File: src/rtl/serial_ripple_subtractor_if.sv
// ============================================================================
// Module   : serial_ripple_subtractor_if
// Brief    : Start/busy/done handshake and operand/result bus for the
//            bit-serial subtractor.
// Revision : 1.0 - initial release
// ============================================================================
`default_nettype none

interface serial_ripple_subtractor_if #(
    parameter int WIDTH = 8
);
    logic             start;
    logic [WIDTH-1:0] A;
    logic [WIDTH-1:0] B;
    logic             busy;
    logic             done;
    logic [WIDTH-1:0] diff;
    logic             borrow_out;
    logic             overflow;

    // Requester side: issues operands, observes status and result.
    modport master (
        output start, A, B,
        input  busy, done, diff, borrow_out, overflow
    );

    // Subtractor side.
    modport slave (
        input  start, A, B,
        output busy, done, diff, borrow_out, overflow
    );
endinterface

`default_nettype wire

File: src/rtl/serial_ripple_subtractor.sv
// ============================================================================
// Module   : serial_ripple_subtractor
// Brief    : Bit-serial DIFF = A - B, LSB-first, one full-subtractor cell and
//            a registered borrow; WIDTH cycles per operation.
//            Optional macro SERIAL_SUB_SIGNED_OVF_EN enables the signed
//            overflow flag (otherwise overflow is tied to 0).
// Revision : 1.0 - initial release
// ============================================================================
`default_nettype none

module serial_ripple_subtractor #(
    parameter int WIDTH = 8
) (
    input  wire                            clk,
    input  wire                            rst_n,
    serial_ripple_subtractor_if.slave      bus
);

    localparam int CNT_W = (WIDTH > 2) ? $clog2(WIDTH) : 1;
    localparam logic [CNT_W-1:0] C_LAST_BIT = CNT_W'(WIDTH - 1);

    typedef enum logic [1:0] {
        S_IDLE = 2'd0,
        S_RUN  = 2'd1,
        S_DONE = 2'd2
    } state_t;

    state_t           r_state;
    logic [WIDTH-1:0] r_a;
    logic [WIDTH-1:0] r_b;
    logic [WIDTH-1:0] r_res;
    logic             r_br;
    logic [CNT_W-1:0] r_cnt;
    logic             r_busy;
    logic             r_done;
    logic [WIDTH-1:0] r_diff;
    logic             r_borrow;

    logic             w_a_bit;
    logic             w_b_bit;
    logic             w_d;
    logic             w_br_next;
    logic [WIDTH-1:0] w_res_next;
    logic             w_last;
    logic             w_accept;

    // Single full-subtractor cell operating on the current LSBs.
    assign w_a_bit    = r_a[0];
    assign w_b_bit    = r_b[0];
    assign w_d        = w_a_bit ^ w_b_bit ^ r_br;
    assign w_br_next  = (~w_a_bit & w_b_bit) | (~(w_a_bit ^ w_b_bit) & r_br);
    assign w_res_next = {w_d, r_res[WIDTH-1:1]};
    assign w_last     = (r_cnt == C_LAST_BIT);

    // Start is honoured in IDLE and, for back-to-back operation, in DONE.
    assign w_accept   = bus.start && ((r_state == S_IDLE) || (r_state == S_DONE));

`ifdef SERIAL_SUB_SIGNED_OVF_EN
    logic r_sign_a;
    logic r_sign_b;
    logic r_ovf;

    always_ff @(posedge clk or negedge rst_n) begin
        if (!rst_n) begin
            r_sign_a <= 1'b0;
            r_sign_b <= 1'b0;
            r_ovf    <= 1'b0;
        end else begin
            if (w_accept) begin
                r_sign_a <= bus.A[WIDTH-1];
                r_sign_b <= bus.B[WIDTH-1];
            end
            // w_d at the last step is the result MSB.
            if ((r_state == S_RUN) && w_last) begin
                r_ovf <= (r_sign_a != r_sign_b) && (w_d != r_sign_a);
            end
        end
    end

    assign bus.overflow = r_ovf;
`else
    assign bus.overflow = 1'b0;
`endif

    always_ff @(posedge clk or negedge rst_n) begin
        if (!rst_n) begin
            r_state  <= S_IDLE;
            r_a      <= '0;
            r_b      <= '0;
            r_res    <= '0;
            r_br     <= 1'b0;
            r_cnt    <= '0;
            r_busy   <= 1'b0;
            r_done   <= 1'b0;
            r_diff   <= '0;
            r_borrow <= 1'b0;
        end else begin
            case (r_state)
                S_IDLE, S_DONE: begin
                    r_done <= 1'b0;
                    if (w_accept) begin
                        r_a     <= bus.A;
                        r_b     <= bus.B;
                        r_br    <= 1'b0;
                        r_cnt   <= '0;
                        r_busy  <= 1'b1;
                        r_state <= S_RUN;
                    end else begin
                        r_busy  <= 1'b0;
                        r_state <= S_IDLE;
                    end
                end

                S_RUN: begin
                    r_a   <= r_a >> 1;
                    r_b   <= r_b >> 1;
                    r_res <= w_res_next;
                    r_br  <= w_br_next;
                    r_cnt <= r_cnt + CNT_W'(1);
                    if (w_last) begin
                        r_diff   <= w_res_next;
                        r_borrow <= w_br_next;
                        r_busy   <= 1'b0;
                        r_done   <= 1'b1;
                        r_state  <= S_DONE;
                    end
                end

                default: begin
                    r_busy  <= 1'b0;
                    r_done  <= 1'b0;
                    r_state <= S_IDLE;
                end
            endcase
        end
    end

    assign bus.busy       = r_busy;
    assign bus.done       = r_done;
    assign bus.diff       = r_diff;
    assign bus.borrow_out = r_borrow;

endmodule

`default_nettype wire

File: src/flat_wrapper.sv
// flat-port wrapper written by rule: the top's interface ports become plain ports
module serial_ripple_subtractor_flat 
#(
    parameter int WIDTH = 8
)
  (clk, rst_n, bus_start, bus_A, bus_B, bus_busy, bus_done, bus_diff, bus_borrow_out, bus_overflow);
  serial_ripple_subtractor_if #(.WIDTH(WIDTH)) bus_i ();
  input  wire clk;
  input  wire rst_n;
  input wire logic [$bits(bus_i.start)-1:0] bus_start;
  input wire logic [$bits(bus_i.A)-1:0] bus_A;
  input wire logic [$bits(bus_i.B)-1:0] bus_B;
  output wire logic [$bits(bus_i.busy)-1:0] bus_busy;
  output wire logic [$bits(bus_i.done)-1:0] bus_done;
  output wire logic [$bits(bus_i.diff)-1:0] bus_diff;
  output wire logic [$bits(bus_i.borrow_out)-1:0] bus_borrow_out;
  output wire logic [$bits(bus_i.overflow)-1:0] bus_overflow;
  assign bus_i.start = bus_start;
  assign bus_i.A = bus_A;
  assign bus_i.B = bus_B;
  assign bus_busy = bus_i.busy;
  assign bus_done = bus_i.done;
  assign bus_diff = bus_i.diff;
  assign bus_borrow_out = bus_i.borrow_out;
  assign bus_overflow = bus_i.overflow;
  serial_ripple_subtractor #(.WIDTH(WIDTH)) u_core (.clk(clk), .rst_n(rst_n), .bus(bus_i));
endmodule
File: config.mk
export PLATFORM = sky130hd
export DESIGN_NAME = serial_ripple_subtractor_flat
export DESIGN_NICKNAME = d
export VERILOG_FILES = /design/src/rtl/serial_ripple_subtractor_if.sv /design/src/rtl/serial_ripple_subtractor.sv /design/src/flat_wrapper.sv
export SDC_FILE = /design/constraint.sdc
export NUM_CORES = 1
export LEC_CHECK = 0
export ABC_AREA = 1
export CORE_AREA = 8 8 96 98
export DETAILED_ROUTE_END_ITERATION = 10
export DIE_AREA = 0 0 104 106
export PLACE_DENSITY = 0.55
export SKIP_CTS_REPAIR_TIMING = 1
export SYNTH_ARGS = -nofsm -noshare
export SYNTH_HDL_FRONTEND = slang
export SYNTH_SLANG_ARGS = --single-unit
File: constraint.sdc
create_clock -name clk -period 1.25 [get_ports clk]
set_input_delay 0.375 -clock clk [delete_from_list [all_inputs] [get_ports clk]]
set_output_delay 0.375 -clock clk [all_outputs]
set_load 0.05 [all_outputs]
==> reports/metrics.cfg, run 1 <==
[run_status]
status = finished with violations
failed_checks = negative setup slack

[layout]
area_growth_syn_to_layout_pct = 42.60
fin_cells = 372
fill_cell_instance_count_of_the_final_layout = 840
finalNetCount = 288
finish.instance_area_um2 = 2664
drive_above_1_share_pct = 23.60
inserted_diodes = 0

[yosys]
postSynthCellCount = 221
synth.yosys.seq_area_share_pct = 52.24
netlist-cell-type-count = 19
postSynthRegisterBits = 39
synth_top_cell_by_area = sky130_fd_sc_hd__dfrtp_1
postSynthAreaPerCell_um2 = 8.453
synth_area_leaders = sky130_fd_sc_hd__dfrtp_1, sky130_fd_sc_hd__nand2_1, sky130_fd_sc_hd__inv_1
synth.yosys.warnings = 0
synth_top_cell_area_share_pct = 52.24
post_synth_instance_area_um2 = 1868
syn-num-nets = 243

[clocking]
worst_skew_pair.late_latency_ps = 290
clock-sinks = 39
cts.root.buffer_cell = sky130_fd_sc_hd__clkbuf_8
cts_max_path_buffers = 2
tritoncts = done
tritoncts.num_buffers = 5
h-tree-depth = 2
clkTransAtPathRegs_ps = 80

[placed_design]
dp.cells = 361
gp_congestion = 0.7344
post-dp-hpwl_um = 2947
placed_cell_area_um2 = 2501
portBuffers = 29

[timing]
report.final.hold_viol_count = 0
clock_skew_ps = 7.770
grt_setup_unrepaired = yes
slew_violations = 0
fin_crit_sh_pct = 100.7
timing.fmax_mhz = 794.2
setup_ws_post_layout_ps = -9.126
fin_crit_ps = 1259
fin_hold_ws_ps = 478.6
finalSetupViolCount = 2

[global_route]
grt_max_degree = 33
grt_pass1_vias = 1540
grt_overflow = 0
grt_util_all_layers_pct = 8.023
grt_pass1_wl_um = 7286
grt_antenna_before_repair = 0

[critical_path]
crit_chain = buf_12
cp-start-kind = flip-flop
critPathCaptureType = output port
arrival_ps = 880
critical_path.slowest_cell = sky130_fd_sc_hd__dfrtp_2
critical_path.max_fanout = 3
setup.worst_path.class = flip-flop to output port
cpPeakStageDelay_ps = 440
worst_ep_required_time_ps = 880
worstPathBufferInverterCount = 1
path_delay_family = flip-flops

[drt]
dr_total_vias = 1454
drc = 0
first_pass_iters = 4
detail_route.vias_per_cell = 3.909
drt_iter0_drcs = 52
wl_um = 4121
route.antenna.remaining_nets = 0
wl_per_cell_um = 11.08

[floorplan]
rows = 33
die_height_um = 106
core_footprint_um2 = 7845
die_area_um2 = 11020
initial_core_utilization_pct = 23.81
io-pin-count = 31
fp.dieW_um = 104

[min_path]
worst_min_delay_path_class = input port to asynchronous set/reset pin

[power]
static-leakage-power_nw = 1.361
p_per_area_nw_per_um2 = 2772
worst_ir_drop_vdd_uv = 1173

[flow_run]
cap_viol_max_count = 0

final cells by class:
| cell class | count | area [um2] | share of cell area, % |
|---|---|---|---|
| clock buffers | 6 | 72.57 | 2.724 |
| clock inverters | 2 | 37.54 | 1.409 |
| well taps | 105 | 131.4 | 4.932 |
| repair buffers | 48 | 603.1 | 22.64 |
| multi-input cells | 130 | 679.4 | 25.50 |
| flip-flops and latches | 39 | 977.2 | 36.68 |
| inverters | 42 | 162.7 | 6.106 |
through the flow:
step | power, mW | worst slack [ps] | TNS [ps] | utilization (%)
floorplan | 4.630 | 0.9430 | 0 | -
global route | 8.034 | -45.03 | -326.8 | 33.96
finish | 7.383 | -9.126 | -9.737 | 33.96
global placement | 6.175 | -173.7 | -3065 | 31.88
CTS | 7.331 | -50.35 | -323.2 | 33.29
detailed placement | 6.237 | -181.2 | -3383 | 31.88
report_power, final:
group	internal, mW	switching (mW)	total [mW]
Clock	0.596	0.445	1.04
Combinational	1.86	2.19	4.04
Sequential	1.88	0.423	2.30
cells in the final DEF (no fill, tap or decap), types with 5 or more instances in the layout:
master / instances
sky130_fd_sc_hd__clkbuf_8: 5
sky130_fd_sc_hd__nand3_1: 28
sky130_fd_sc_hd__nand2_1: 70
sky130_fd_sc_hd__o21ai_2: 10
sky130_fd_sc_hd__dfrtp_1: 38
sky130_fd_sc_hd__inv_1: 36
sky130_fd_sc_hd__o21ai_0: 9
sky130_fd_sc_hd__clkdlybuf4s50_1: 17
sky130_fd_sc_hd__buf_4: 13
sky130_fd_sc_hd__buf_12: 16
layer usage:
layer / part of all wire (%) / track usage, % / vias up / wire length, um
met3: 4.5 / 2.299 / 5 / 187
met2: 45 / 12.79 / 29 / 1840
met5: 0 / 0 / - / 0
li1: - / - / 756 / -
met4: 0.97 / 2.482 / 0 / 40
met1: 50 / 10.30 / 664 / 2053
Yosys cell counts (all sizes together):
cell and number:
nand2 74, inv 42, dfrtp 39, nand3 28
o21ai 19, buf 10, nor2 3, ha 2
a21oi 1, conb 1, fa 1, or2 1
flip-flops by register name, summed over array words and instances (netlist names), 2 cells and up:
name             flops
u_core.bus.diff      8
u_core.r_a           8
u_core.r_b           8
u_core.r_res         7
u_core.r_cnt         3
u_core.r_state       2
worst paths after layout:
check / startpoint / endpoint / slack [ps] / cells after the start
worst max-delay path: u_core.r_state[1]$_DFFE_PN0P_ / bus_done / -9 / 1
worst min register to register: u_core.r_a[4]$_DFFE_PN0P_ / u_core.r_a[4]$_DFFE_PN0P_ / 480 / 2
worst min-delay path: rst_n / u_core.r_a[6]$_DFFE_PN0P_ / 480 / 2
worst max register to register: u_core.r_a[0]$_DFFE_PN0P_ / u_core.bus.diff[7]$_DFFE_PN0P_ / 60 / 3
min in group clk: u_core.r_a[4]$_DFFE_PN0P_ / u_core.r_a[4]$_DFFE_PN0P_ / 480 / 2
max in group asynchronous: rst_n / u_core.r_state[1]$_DFFE_PN0P_ / 340 / 3
kinds of logic after synthesis:
group,share of synthesized area [%]
AOI/OAI and AO/OA,6.966
buffers and inverters,12.86
DFF,52.24
and+or+nand+nor,25.32
other,0.2007
adders and majority gates,2.411
(Power assumes the default switching activity.)
==> run 2: changes to the inputs <==
--- a/config.mk
+++ b/config.mk
@@ -11,6 +11,7 @@
 export DIE_AREA = 0 0 104 106
 export PLACE_DENSITY = 0.55
 export SKIP_CTS_REPAIR_TIMING = 1
+export SLEW_MARGIN = 40
 export SYNTH_ARGS = -nofsm -noshare
 export SYNTH_HDL_FRONTEND = slang
 export SYNTH_SLANG_ARGS = --single-unit
==> results of run 2 <==
Same layout as run 1: the final DEF is identical, and so are final timing and power.
